**config.mk**
```make
export PLATFORM = sky130hd
export DESIGN_NAME = dense_sequencer_flat
export DESIGN_NICKNAME = d
export VERILOG_FILES = /design/src/rtl/dense_sequencer_if.sv /design/src/rtl/dense_sequencer.sv /design/src/flat_wrapper.sv
export SDC_FILE = /design/constraint.sdc
export NUM_CORES = 1
export LEC_CHECK = 0
export ABC_AREA = 1
export BUFFER_PORTS_ARGS = -buffer_cell sky130_fd_sc_hd__buf_4
export CORE_MARGIN = 2
export CORE_UTILIZATION = 50
export DETAILED_ROUTE_END_ITERATION = 8
export GPL_TIMING_DRIVEN = 0
export PLACE_DENSITY_LB_ADDON = 0.3
export SYNTH_ARGS = -nofsm -noshare
export SYNTH_HDL_FRONTEND = slang
export SYNTH_SLANG_ARGS = --single-unit
```
**constraint.sdc**
```tcl
create_clock -name clk -period 4.1 [get_ports clk]
set_input_delay 0.41 -clock clk [delete_from_list [all_inputs] [get_ports clk]]
set_output_delay 0.41 -clock clk [all_outputs]
set_load 0.01 [all_outputs]
```
**src/rtl/dense_sequencer_if.sv**
```systemverilog
// Handshake and layer-control bundle for dense_sequencer.
//   master : sequencer side (drives img_ready, layer enables/clear, digit, status)
//   slave  : environment side (drives img_valid, layer dones, scores, digit_ready)
// Class i of l2_scores occupies bits [i*DATA_W +: DATA_W].
interface dense_sequencer_if #(
  parameter int unsigned N_CLASS = 10,
  parameter int unsigned DATA_W  = 16
);
  logic                      img_valid;
  logic                      img_ready;
  logic                      l1_enable;
  logic                      l1_done;
  logic                      l2_enable;
  logic                      l2_done;
  logic                      layer_clear;
  logic [N_CLASS*DATA_W-1:0] l2_scores;
  logic [3:0]                digit;
  logic                      digit_valid;
  logic                      digit_ready;
  logic                      busy;
  logic                      timeout;

  modport master (
    input  img_valid, l1_done, l2_done, l2_scores, digit_ready,
    output img_ready, l1_enable, l2_enable, layer_clear, digit, digit_valid, busy, timeout
  );

  modport slave (
    output img_valid, l1_done, l2_done, l2_scores, digit_ready,
    input  img_ready, l1_enable, l2_enable, layer_clear, digit, digit_valid, busy, timeout
  );
endinterface

```
**src/rtl/dense_sequencer.sv**
```systemverilog
// Control FSM for the fully connected stage of the digit classifier.
// Accepts one pooled image, runs dense layer 1 then layer 2, serially arg-maxes the
// layer-2 scores into a 4-bit digit, hands it downstream, then clears both layers.
// Ports:
//   clk   : system clock, rising edge
//   reset : asynchronous active-low reset (state CLEAR while low)
//   bus   : dense_sequencer_if.master (image/digit handshakes, layer control, status)
// Optional feature: define DENSE_SEQ_TIMEOUT_EN to build a per-layer-run watchdog of
// TIMEOUT_CYCLES cycles; otherwise run states wait forever and timeout is tied low.
// All outputs are registered and decoded from the next state.
module dense_sequencer #(
  parameter int unsigned N_CLASS        = 10,
  parameter int unsigned DATA_W         = 16,
  parameter int unsigned TIMEOUT_CYCLES = 4096
) (
  input logic                clk,
  input logic                reset,
  dense_sequencer_if.master  bus
);

  typedef enum logic [2:0] {StClear, StIdle, StL1Run, StL2Run, StArgmax, StOut} state_e;

  state_e                    state_q, state_d;
  logic [3:0]                idx_q, idx_d;
  logic [3:0]                best_q, best_d;
  logic signed [DATA_W-1:0]  max_q, max_d;
  logic [3:0]                digit_q, digit_d;
  logic                      img_ready_q, img_ready_d;
  logic                      l1_enable_q, l1_enable_d;
  logic                      l2_enable_q, l2_enable_d;
  logic                      layer_clear_q, layer_clear_d;
  logic                      digit_valid_q, digit_valid_d;
  logic                      busy_q, busy_d;
  logic                      timeout_q, timeout_d;
  logic signed [DATA_W-1:0]  score;
  logic                      take;
  logic                      tmo_hit;

  // Score under the argmax pointer; layers are held enabled so scores are stable.
  assign score = bus.l2_scores[idx_q*DATA_W +: DATA_W];
  // Strict signed compare: ties keep the lower index. Score 0 always seeds the max.
  assign take  = (idx_q == 4'd0) || (score > max_q);

`ifdef DENSE_SEQ_TIMEOUT_EN
  localparam int unsigned TmoW = $clog2(TIMEOUT_CYCLES + 1);
  logic [TmoW-1:0] tmo_cnt_q, tmo_cnt_d;

  assign tmo_hit = (tmo_cnt_q == TmoW'(TIMEOUT_CYCLES - 1));

  // Counts cycles spent in the current run state; any state change zeroes it.
  always_comb begin
    tmo_cnt_d = '0;
    if ((state_d == state_q) && (state_q inside {StL1Run, StL2Run})) begin
      tmo_cnt_d = tmo_cnt_q + TmoW'(1);
    end
  end

  always_ff @(posedge clk or negedge reset) begin
    if (!reset) tmo_cnt_q <= '0;
    else        tmo_cnt_q <= tmo_cnt_d;
  end
`else
  assign tmo_hit = 1'b0;
`endif

  always_comb begin
    state_d   = state_q;
    idx_d     = idx_q;
    best_d    = best_q;
    max_d     = max_q;
    digit_d   = digit_q;
    timeout_d = 1'b0;
    unique case (state_q)
      StClear: state_d = StIdle;
      StIdle: begin
        if (bus.img_valid) state_d = StL1Run;
      end
      StL1Run: begin
        if (bus.l1_done) begin
          state_d = StL2Run;
        end else if (tmo_hit) begin
          state_d   = StClear;
          timeout_d = 1'b1;
        end
      end
      StL2Run: begin
        if (bus.l2_done) begin
          state_d = StArgmax;
          idx_d   = 4'd0;
        end else if (tmo_hit) begin
          state_d   = StClear;
          timeout_d = 1'b1;
        end
      end
      StArgmax: begin
        if (take) begin
          max_d  = score;
          best_d = idx_q;
        end
        if (idx_q == 4'(N_CLASS - 1)) begin
          digit_d = take ? idx_q : best_q;
          state_d = StOut;
        end else begin
          idx_d = idx_q + 4'd1;
        end
      end
      StOut: begin
        if (bus.digit_ready) state_d = StClear;
      end
      default: state_d = StClear;
    endcase

    // Moore decode of the next state so every output is a flop.
    img_ready_d   = (state_d == StIdle);
    l1_enable_d   = (state_d inside {StL1Run, StL2Run, StArgmax});
    l2_enable_d   = (state_d inside {StL2Run, StArgmax});
    layer_clear_d = (state_d == StClear);
    digit_valid_d = (state_d == StOut);
    busy_d        = (state_d != StIdle);
  end

  always_ff @(posedge clk or negedge reset) begin
    if (!reset) begin
      state_q       <= StClear;
      idx_q         <= '0;
      best_q        <= '0;
      max_q         <= '0;
      digit_q       <= '0;
      img_ready_q   <= 1'b0;
      l1_enable_q   <= 1'b0;
      l2_enable_q   <= 1'b0;
      layer_clear_q <= 1'b1;
      digit_valid_q <= 1'b0;
      busy_q        <= 1'b1;
      timeout_q     <= 1'b0;
    end else begin
      state_q       <= state_d;
      idx_q         <= idx_d;
      best_q        <= best_d;
      max_q         <= max_d;
      digit_q       <= digit_d;
      img_ready_q   <= img_ready_d;
      l1_enable_q   <= l1_enable_d;
      l2_enable_q   <= l2_enable_d;
      layer_clear_q <= layer_clear_d;
      digit_valid_q <= digit_valid_d;
      busy_q        <= busy_d;
      timeout_q     <= timeout_d;
    end
  end

  assign bus.img_ready   = img_ready_q;
  assign bus.l1_enable   = l1_enable_q;
  assign bus.l2_enable   = l2_enable_q;
  assign bus.layer_clear = layer_clear_q;
  assign bus.digit       = digit_q;
  assign bus.digit_valid = digit_valid_q;
  assign bus.busy        = busy_q;
  assign bus.timeout     = timeout_q;

endmodule

```
**src/flat_wrapper.sv**
```systemverilog
// flat-port wrapper written by rule: the top's interface ports become plain ports
module dense_sequencer_flat 
#(
  parameter int unsigned N_CLASS        = 10,
  parameter int unsigned DATA_W         = 16,
  parameter int unsigned TIMEOUT_CYCLES = 4096
)
  (clk, reset, bus_img_valid, bus_l1_done, bus_l2_done, bus_l2_scores, bus_digit_ready, bus_img_ready, bus_l1_enable, bus_l2_enable, bus_layer_clear, bus_digit, bus_digit_valid, bus_busy, bus_timeout);
  dense_sequencer_if #(.N_CLASS(N_CLASS), .DATA_W(DATA_W)) bus_i ();
  input logic clk;
  input logic reset;
  input wire logic [$bits(bus_i.img_valid)-1:0] bus_img_valid;
  input wire logic [$bits(bus_i.l1_done)-1:0] bus_l1_done;
  input wire logic [$bits(bus_i.l2_done)-1:0] bus_l2_done;
  input wire logic [$bits(bus_i.l2_scores)-1:0] bus_l2_scores;
  input wire logic [$bits(bus_i.digit_ready)-1:0] bus_digit_ready;
  output wire logic [$bits(bus_i.img_ready)-1:0] bus_img_ready;
  output wire logic [$bits(bus_i.l1_enable)-1:0] bus_l1_enable;
  output wire logic [$bits(bus_i.l2_enable)-1:0] bus_l2_enable;
  output wire logic [$bits(bus_i.layer_clear)-1:0] bus_layer_clear;
  output wire logic [$bits(bus_i.digit)-1:0] bus_digit;
  output wire logic [$bits(bus_i.digit_valid)-1:0] bus_digit_valid;
  output wire logic [$bits(bus_i.busy)-1:0] bus_busy;
  output wire logic [$bits(bus_i.timeout)-1:0] bus_timeout;
  assign bus_i.img_valid = bus_img_valid;
  assign bus_i.l1_done = bus_l1_done;
  assign bus_i.l2_done = bus_l2_done;
  assign bus_i.l2_scores = bus_l2_scores;
  assign bus_i.digit_ready = bus_digit_ready;
  assign bus_img_ready = bus_i.img_ready;
  assign bus_l1_enable = bus_i.l1_enable;
  assign bus_l2_enable = bus_i.l2_enable;
  assign bus_layer_clear = bus_i.layer_clear;
  assign bus_digit = bus_i.digit;
  assign bus_digit_valid = bus_i.digit_valid;
  assign bus_busy = bus_i.busy;
  assign bus_timeout = bus_i.timeout;
  dense_sequencer #(.N_CLASS(N_CLASS), .DATA_W(DATA_W), .TIMEOUT_CYCLES(TIMEOUT_CYCLES)) u_core (.clk(clk), .reset(reset), .bus(bus_i));
endmodule
```
# --- Word-level counts from Yosys, hierarchy flattened ---
# Cells that the tools add are included.
totals:
  register_bits: 37
  in_bits: 166
  out_inout_bits: 11
  word_cells: 48
op_classes:
  addsub: 1
  order_cmp: 1
  eq_ne: 14
  shifts: 1
  muxes: 10
  n_reduce_logical: 10
ops:
  columns: ["operator", "count"]
  rows:
  - ["variable part select 160 x 9 -> 16 bit", 1]
  - ["case mux 3 bit (6 select lines)", 1]
  - ["> comparator 16 bit", 1]
  - ["2-to-1 mux 3 bit", 5]
  - ["equality test 3 x 2 -> 1 bit, second input constant", 4]
  - ["equality test 3 bit, second input constant", 4]
  - ["2-to-1 mux 4 bit", 3]
  - ["case mux 4 bit (2 select lines)", 1]
  - ["equality test 3 x 1 -> 1 bit, second input constant", 2]
  - ["logical NOT 3 bit", 2]
  - ["adder 4 x 1 -> 4 bit, second input constant", 1]
  - ["equality test 4 bit, second input constant", 1]
  - ["logical NOT 4 bit", 1]
  - ["inequality test 2 bit, second input constant", 2]
  - ["AND reduction 2 bit", 2]
  - ["nonzero test 2 bit", 2]
  - ["inequality test 3 x 1 -> 1 bit, second input constant", 1]
  - ["AND reduction 3 bit", 1]
  - ["nonzero test 3 bit", 1]
  - ["logical OR 1 bit", 1]

# --- Longest topological paths before layout ---
# Gate-level depths: netlist of the first run.
logic_depth:
  depth_word: 5
  mapped_depth: 23
  ltp_nobuf: 21

# --- Least setup slack after synthesis of the first run ---
# No wires, ideal clock.
synth_timing:
  path_kind: "register to register"
  startpoint: "reg u_core.idx_q[1]"
  endpoint: "reg u_core.max_q[0]"
  setup_time_ns: 0.124
  arrival_ns: 2.519
  path_slack_ns: 1.457
  stages_incl_launch_ff: 19
  path_buffers: 2
  period_less_slack_ns: 2.643
  cell_sequence: "dfrtp_1 -> clkinv_1 -> clkbuf_1 -> o21ai_0 -> o22ai_1 -> nand2_1 -> nand3_1 -> ha_1 -> a21oi_1 -> o21ai_0 -> a21oi_1 -> nand2_1 -> nand2_1 -> nand3_4 -> nand2_8 -> nand2_8 -> buf_6 -> nand2_1 -> o21ai_2"
synth_between:
  elab_chain_cells: 4
  elab_cells_between_ends: 5
  classes_between: "order compare: 1; shift: 1; reduce/logical: 3"
synth_rtl:
  columns: ["element", "line", "source"]
  rows:
  - ["from (decl)", "dense_sequencer.sv:24", "logic [3:0] idx_q, idx_d;"]
  - ["from (signal assigned)", "dense_sequencer.sv:138", "idx_q <= idx_d;"]
  - ["variable part select 160 x 9 -> 16 bit", "dense_sequencer.sv:40", "assign score = bus.l2_scores[idx_q*DATA_W +: DATA_W];"]
  - ["net u_core.score[15]", "dense_sequencer.sv:35", "logic signed [DATA_W-1:0] score;"]
  - ["> comparator 16 bit", "dense_sequencer.sv:42", "assign take = (idx_q == 4'd0) || (score > max_q);"]
  - ["logical OR 1 bit", "dense_sequencer.sv:42", null]
  - ["AND reduction 2 bit (no line)", null, null]
  - ["to (signal assigned)", "dense_sequencer.sv:140", "max_q <= max_d;"]
  - ["to (decl)", "dense_sequencer.sv:26", "logic signed [DATA_W-1:0] max_q, max_d;"]
# The timed path passes the listed nets, and every way through them passes these cells.
# A chain may end at the register's enable or synchronous reset.

# --- Worst setup path in the final report of the first run ---
layout_timing:
  startpoint: "reg u_core.idx_q[1]"
  endpoint: "reg u_core.max_q[8]"
# Same word-level chain as after synthesis.

==> results of run 1 <==
==> final cells by class <==
class                   instances  area (µm²)
plain buffers                  33         160
clock buffers                   5        68.8
clock inverters                 3        21.3
fillers                       579        1780
inverters                      40         150
multi-input cells             440        2160
flip-flops and latches         37         928
well taps                      80         100
repair buffers                175        1310
==> worst max-delay path, stage by stage (launching register included) <==
cell	delay, ns
dfrtp_1	0.47
clkinv_1	0.16
clkbuf_1	0.43
o21ai_0	0.17
o22ai_1	0.33
nand2_1	0.09
nand3_1	0.14
ha_1	0.28
a21oi_1	0.13
nand2_1	0.06
a21oi_1	0.21
nand2_1	0.08
nand2_1	0.12
nand3_4	0.14
nand2_8	0.14
nand2_8	0.07
buf_6	0.14
nand2_1	0.08
nand2_1	0.07
==> flip-flops by register name (all words and copies together), names as in the netlist <==
signal                  count
u_core.best_q               4
u_core.bus.busy             1
u_core.bus.digit            4
u_core.bus.digit_valid      1
u_core.bus.img_ready        1
u_core.bus.l1_enable        1
u_core.bus.l2_enable        1
u_core.bus.layer_clear      1
u_core.idx_q                4
u_core.max_q               16
u_core.state_q              3
==> logic make-up (layout without fill, tap and decap cells) <==
family | Yosys count | after routing
simple gates | 301 | 301
compound gates | 119 | 119
buf+inv | 73 | 256
flops | 37 | 37
fa+ha+maj | 19 | 19
other cells | 1 | 1
==> power breakdown <==
| group | internal, W | leakage [nW] | switching, W | total, W |
|---|---|---|---|---|
| registers | 0.000511 | 0.458 | 0.0000951 | 0.000606 |
| clock network | 0.000121 | 0.0445 | 0.000142 | 0.000263 |
| logic | 0.000921 | 2.07 | 0.00170 | 0.00262 |
==> cell usage in the layout, fill, tap and decap left out, types with 2 or more instances in the layout <==
cell type and count:
nor2_1 73, nand2_1 166, nand2_8 2, clkinv_1 2, o22ai_1 32, buf_6 2, o21ai_0 69, nand4_1 5
ha_1 19, inv_1 38, o21ai_2 3, nand3_1 44, buf_2 7, nor3_1 7, a21oi_1 13, clkbuf_8 5
dfstp_2 2, dfrtp_1 35, clkbuf_1 20, buf_4 178
==> through the flow <==
step / utilization, % / cells / setup slack (ns)
6_report: 73.4 / 813 / 0.659
5_1_grt: 73.4 / 813 / 0.426
4_1_cts: 73.4 / 813 / 0.717
3_5_place_dp: 72.1 / 805 / 0.753
3_3_place_gp: 72.1 / 805 / 0.784
2_1_floorplan: - / 550 / 1.46
==> final timing paths <==
kind,to,slack [ns],cells past startpoint
max,u_core.max_q[8],0.66,18
min,u_core.max_q[11],0.07,1
max reg2reg,u_core.max_q[8],0.66,18
min reg2reg,u_core.max_q[14],0.48,2
min in group clk,u_core.bus.l2_enable,0.34,3
max in group asynchronous,u_core.bus.busy,3.68,1
==> metal layers <==
metal  vias up  global-route usage [%]
met2       269                    63.9
met1      2135                    46.0
met4         0                    14.5
met3        56                    5.43
met5         -                       0
li1       2183                       -
==> impl_metrics.toml, run 1 <==
[setup_path]
critical_path.max_fanout = 11
cp-start-kind = "flop"
r2r_start = "u_core.idx_q[1]"
crit_path_start = "u_core.idx_q[1]"
end_kind = "flop"
crit_arrival_ns = 3.63
critical_path_class = "flop to flop"
worst_ep_required_time_ns = 4.28

[sta]
finalSetupViolations = 0
tightest_slew_ns = 0.552
holdWs_ns = 0.0678
fin_crit_ns = 3.44
finalCritPeriodShare_pct = 83.9
maxSlewViolCount = 0
fin_skew_ns = 0.00222
max_freq_mhz = 291
slew_headroom_pct = 63.2
rsz0062_at_grt = "false"
setup_tns_ns = 0
hold_violations = 0

[drt]
wl_per_cell_um = 17.0
first_iter_violations = 520
num_vias = 4643
highest_layer = "met4"
drtPass1Iterations = 7
dr_wl_met3_mm = 1.08
routed_wl_mm = 13.8
wl_met2_mm = 6.63
drc = 0
ant_nets = 0
drt-met1-wl_mm = 5.51
via_per_inst = 5.71

[synthesis]
synth_mux_area_share_pct = 0
syn-num-nets = 735
synth_area_leaders = "dfrtp_1 (26%), nand2_1 (18%), o21ai_0 (10%)"
synthFlopType = "dfrtp_1"
yosys.area.top_type = "dfrtp_1"
synthTopCellsByCount = "nand2_1 (166), nor2_1 (73), o21ai_0 (69)"
ys.warnings.count = 0
synthXorXnorAreaFrac_pct = 0
yosysSeqAreaShare_pct = 27.3
synth_fa_ha_area_share_pct = 6.99
ys_ff_latch = 37
syn_inst = 550
yosysMostFrequentCell = "nand2_1"
synth-simple-area-share_pct = 37.3
netlist-cell-type-count = 27
synth_compound_area_share_pct = 19.2
synth_edf_count = 0
synthArstFlopShare_pct = 100
synth_top_family_by_area = "simple AND/OR/NAND/NOR gates"
syn_area_per_cell_um2 = 6.19
synth.top_cell.area_share_pct = 25.7
syn-cell-area_mm2 = 0.00340

[floorplanning]
die-area_mm2 = 0.00748
die_x_um = 86.5
die_y_um = 86.5
io_pins = 177
row_count = 30
design.core.area_mm2 = 0.00668
initial_core_util_pct = 50.9

[clock_network]
clock_latency_ns = 0.30
clock_path_buffers = 2
clk_pin_slew_ns = 0.08
clkSinkCount = 37
h-tree-depth = 2
cts_resized = 0
cts_tree = "built"
cts_setup_buffers = 0
cts_root_buf = "clkbuf_8"
cts.hold.buffers_added = 0
cts_buffers = 5

[grt]
grt_pass1_vias = 4507
grt_max_degree = 38
grt_antenna_before_repair = 0
track_usage_pct = 36.8
grt_remaining_overflow = 0
grt_pass1_wl_mm = 21.5

[placed_design]
dp_hpwl_mm = 11.1
dpl_cell_area_mm2 = 0.00482
port_buffers = 175
gp_congestion = 1.04

[pwr]
leakage_nw = 2.58
irDropWorstVdd_v = 0.000497
power_w = 0.00349
power.density_mw_per_mm2 = 711

[layout]
antenna_cells = 0
drive_above_1_share_pct = 28.2
nNetsFinal = 917
design_area_mm2 = 0.00491
syn_to_final_growth_pct = 44.2

[job]
cap_violations = 0

[status]
status = "completed"

[min_path]
min_path_type = "input port to asynchronous set/reset pin"
No activity file was read; power rests on OpenSTA's default activity.
==> run 2: changes to the inputs <==
--- a/config.mk
+++ b/config.mk
@@ -8,7 +8,7 @@
 export ABC_AREA = 1
 export BUFFER_PORTS_ARGS = -buffer_cell sky130_fd_sc_hd__buf_4
 export CORE_MARGIN = 2
-export CORE_UTILIZATION = 50
+export CORE_UTILIZATION = 46
 export DETAILED_ROUTE_END_ITERATION = 8
 export GPL_TIMING_DRIVEN = 0
 export PLACE_DENSITY_LB_ADDON = 0.3
==> constraint.sdc (replaced) <==
create_clock -name clk -period 3.5 [get_ports clk]
set_input_delay 0.35 -clock clk [delete_from_list [all_inputs] [get_ports clk]]
set_output_delay 0.35 -clock clk [all_outputs]
set_load 0.01 [all_outputs]
==> run 2 against run 1 <==
Effect of this change: the flow now finishes with violations (negative hold slack); sequential power is 17% higher; count of clock-buffer cells in the layout did not move; non-clock buffer count stayed put; global-route usage shrank 2.5 points; cell count increased by 2.3%; final area up 1.7%; critical path type unchanged.
==> impl_metrics.toml, run 2 (same netlist as run 1, synthesis figures left out) <==
[grt]
track_usage_pct = 34.3
grt_antenna_before_repair = 0
grt_pass1_wl_mm = 22.3
grt_pass1_vias = 4428
grt_remaining_overflow = 0
grt_max_degree = 38

[setup_path]
critical_path_class = "flop to flop"
cp-start-kind = "flop"
critical_path.max_fanout = 11
crit_arrival_ns = 3.49
worst_ep_required_time_ns = 3.68
end_kind = "flop"

[drt]
first_iter_violations = 378
num_vias = 4557
via_per_inst = 5.48
drtPass1Iterations = 5
wl_per_cell_um = 16.7
drc = 0
ant_nets = 0
routed_wl_mm = 13.9

[clock_network]
cts_root_buf = "clkbuf_8"
h-tree-depth = 2
clock_path_buffers = 2
cts_tree = "built"
clock_latency_ns = 0.30
cts_resized = 0
clkSinkCount = 37
cts_setup_buffers = 0
clk_pin_slew_ns = 0.08
cts.hold.buffers_added = 0
cts_buffers = 5

[floorplanning]
row_count = 31
die_x_um = 90
initial_core_util_pct = 47.2
die_y_um = 90
io_pins = 177
die-area_mm2 = 0.00810
design.core.area_mm2 = 0.00721

[sta]
holdWs_ns = -0.00296
max_freq_mhz = 301
fin_skew_ns = 0.00556
finalSetupViolations = 0
slew_headroom_pct = 66.1
layout_setup_ws_ns = 0.183
maxSlewViolCount = 0
hold_violations = 4
finalCritPeriodShare_pct = 94.8
tightest_slew_ns = 0.508
fin_crit_ns = 3.32

[placed_design]
port_buffers = 175
gp_congestion = 0.959
dp_slack_ns = 0.0652
dp.cells = 824
dp_hpwl_mm = 11.1

[layout]
top_register = "u_core.max_q"
nNetsFinal = 917
largest_register_ffs = 16
final_common_cell = "buf_4"
final_cell_mix = "buf_4 (178), nand2_1 (166), nor2_1 (72), o21ai_0 (69), nand3_1 (44)"
fin_cells = 832
drive_above_1_share_pct = 29.7
antenna_cells = 0
syn_to_final_growth_pct = 46.7

[pwr]
leakage_nw = 2.63
irDropWorstVdd_v = 0.000608
power.density_mw_per_mm2 = 849

[min_path]
min_path_type = "input port to asynchronous set/reset pin"

[status]
violations = "negative hold slack"
status = "complete, but fails checks"

[job]
cap_violations = 0
run 2: final timing paths:
| check | endpoint | cells after the start | startpoint | slack (ns) |
|---|---|---|---|---|
| worst max-delay path | u_core.max_q[0] | 18 | u_core.idx_q[1] | 0.18 |
| worst min-delay path | u_core.max_q[13] | 1 | reset | -0.003 |
| worst max register to register | u_core.max_q[0] | 18 | u_core.idx_q[1] | 0.18 |
| worst min register to register | u_core.max_q[14] | 2 | u_core.max_q[14] | 0.48 |
| max in group asynchronous | u_core.bus.busy | 1 | reset | 3.14 |
| min in group clk | u_core.bus.l2_enable | 3 | bus_l1_done | 0.29 |
run 2: metal layers:
layer  share of wire (%)  global-route usage, %  routed length (µm)
met1                  39                   42.5                5430
met2                  48                   56.3                6590
met3                 9.8                   9.47                1360
met4                 3.5                   14.4                 479
met5                   0                      0                   0
run 2: area by class of cell:
cell class	instances	area, µm²
Fill cell	671	2220
Sequential cell	37	928
Clock inverter	3	68.8
Tap cell	99	124
Multi-Input combinational cell	440	2170
Buffer	33	171
Timing Repair Buffer	175	1310
Inverter	40	150
Clock buffer	5	68.8
run 2: where the power goes:
part / switching [W] / internal [W] / leakage [nW] / total (W)
Combinational: 0.00198 / 0.00109 / 2.10 / 0.00307
Sequential: 0.000112 / 0.000599 / 0.458 / 0.000711
Clock: 0.000168 / 0.000287 / 0.0687 / 0.000455
Total: 0.00226 / 0.00197 / 2.63 / 0.00424
run 2: worst max-delay path: stages, from the launching register on:
cell and delay [ns]:
dfrtp_1 0.47, inv_2 0.16, clkbuf_2 0.30, o21ai_0 0.15, o22ai_1 0.28, nand2_1 0.10
nand3_1 0.14, ha_1 0.29, a21oi_1 0.17, o21ai_0 0.10, a21oi_1 0.22, nand2_1 0.08
nand2_1 0.12, nand3_4 0.13, nand2_8 0.14, nand2_8 0.07, buf_6 0.15, nand2_1 0.08
o21ai_2 0.05
run 2: per-stage QoR:
| stage | instance area (µm²) | hold WS [ns] | util (%) | setup TNS (ns) | power (W) |
|---|---|---|---|---|---|
| 3_3_place_gp | 4840 | 0.338 | 67.1 | 0 | 0.00361 |
| 5_1_grt | 4990 | 0.0365 | 69.2 | -0.0000346 | 0.00465 |
| 3_5_place_dp | 4840 | 0.342 | 67.1 | 0 | 0.00371 |
| 2_1_floorplan | 3400 | 0.0544 | - | 0 | 0.00279 |
| 6_report | 4990 | -0.00296 | 69.2 | 0 | 0.00424 |
| 4_1_cts | 4980 | 0.0136 | 69.0 | 0 | 0.00418 |
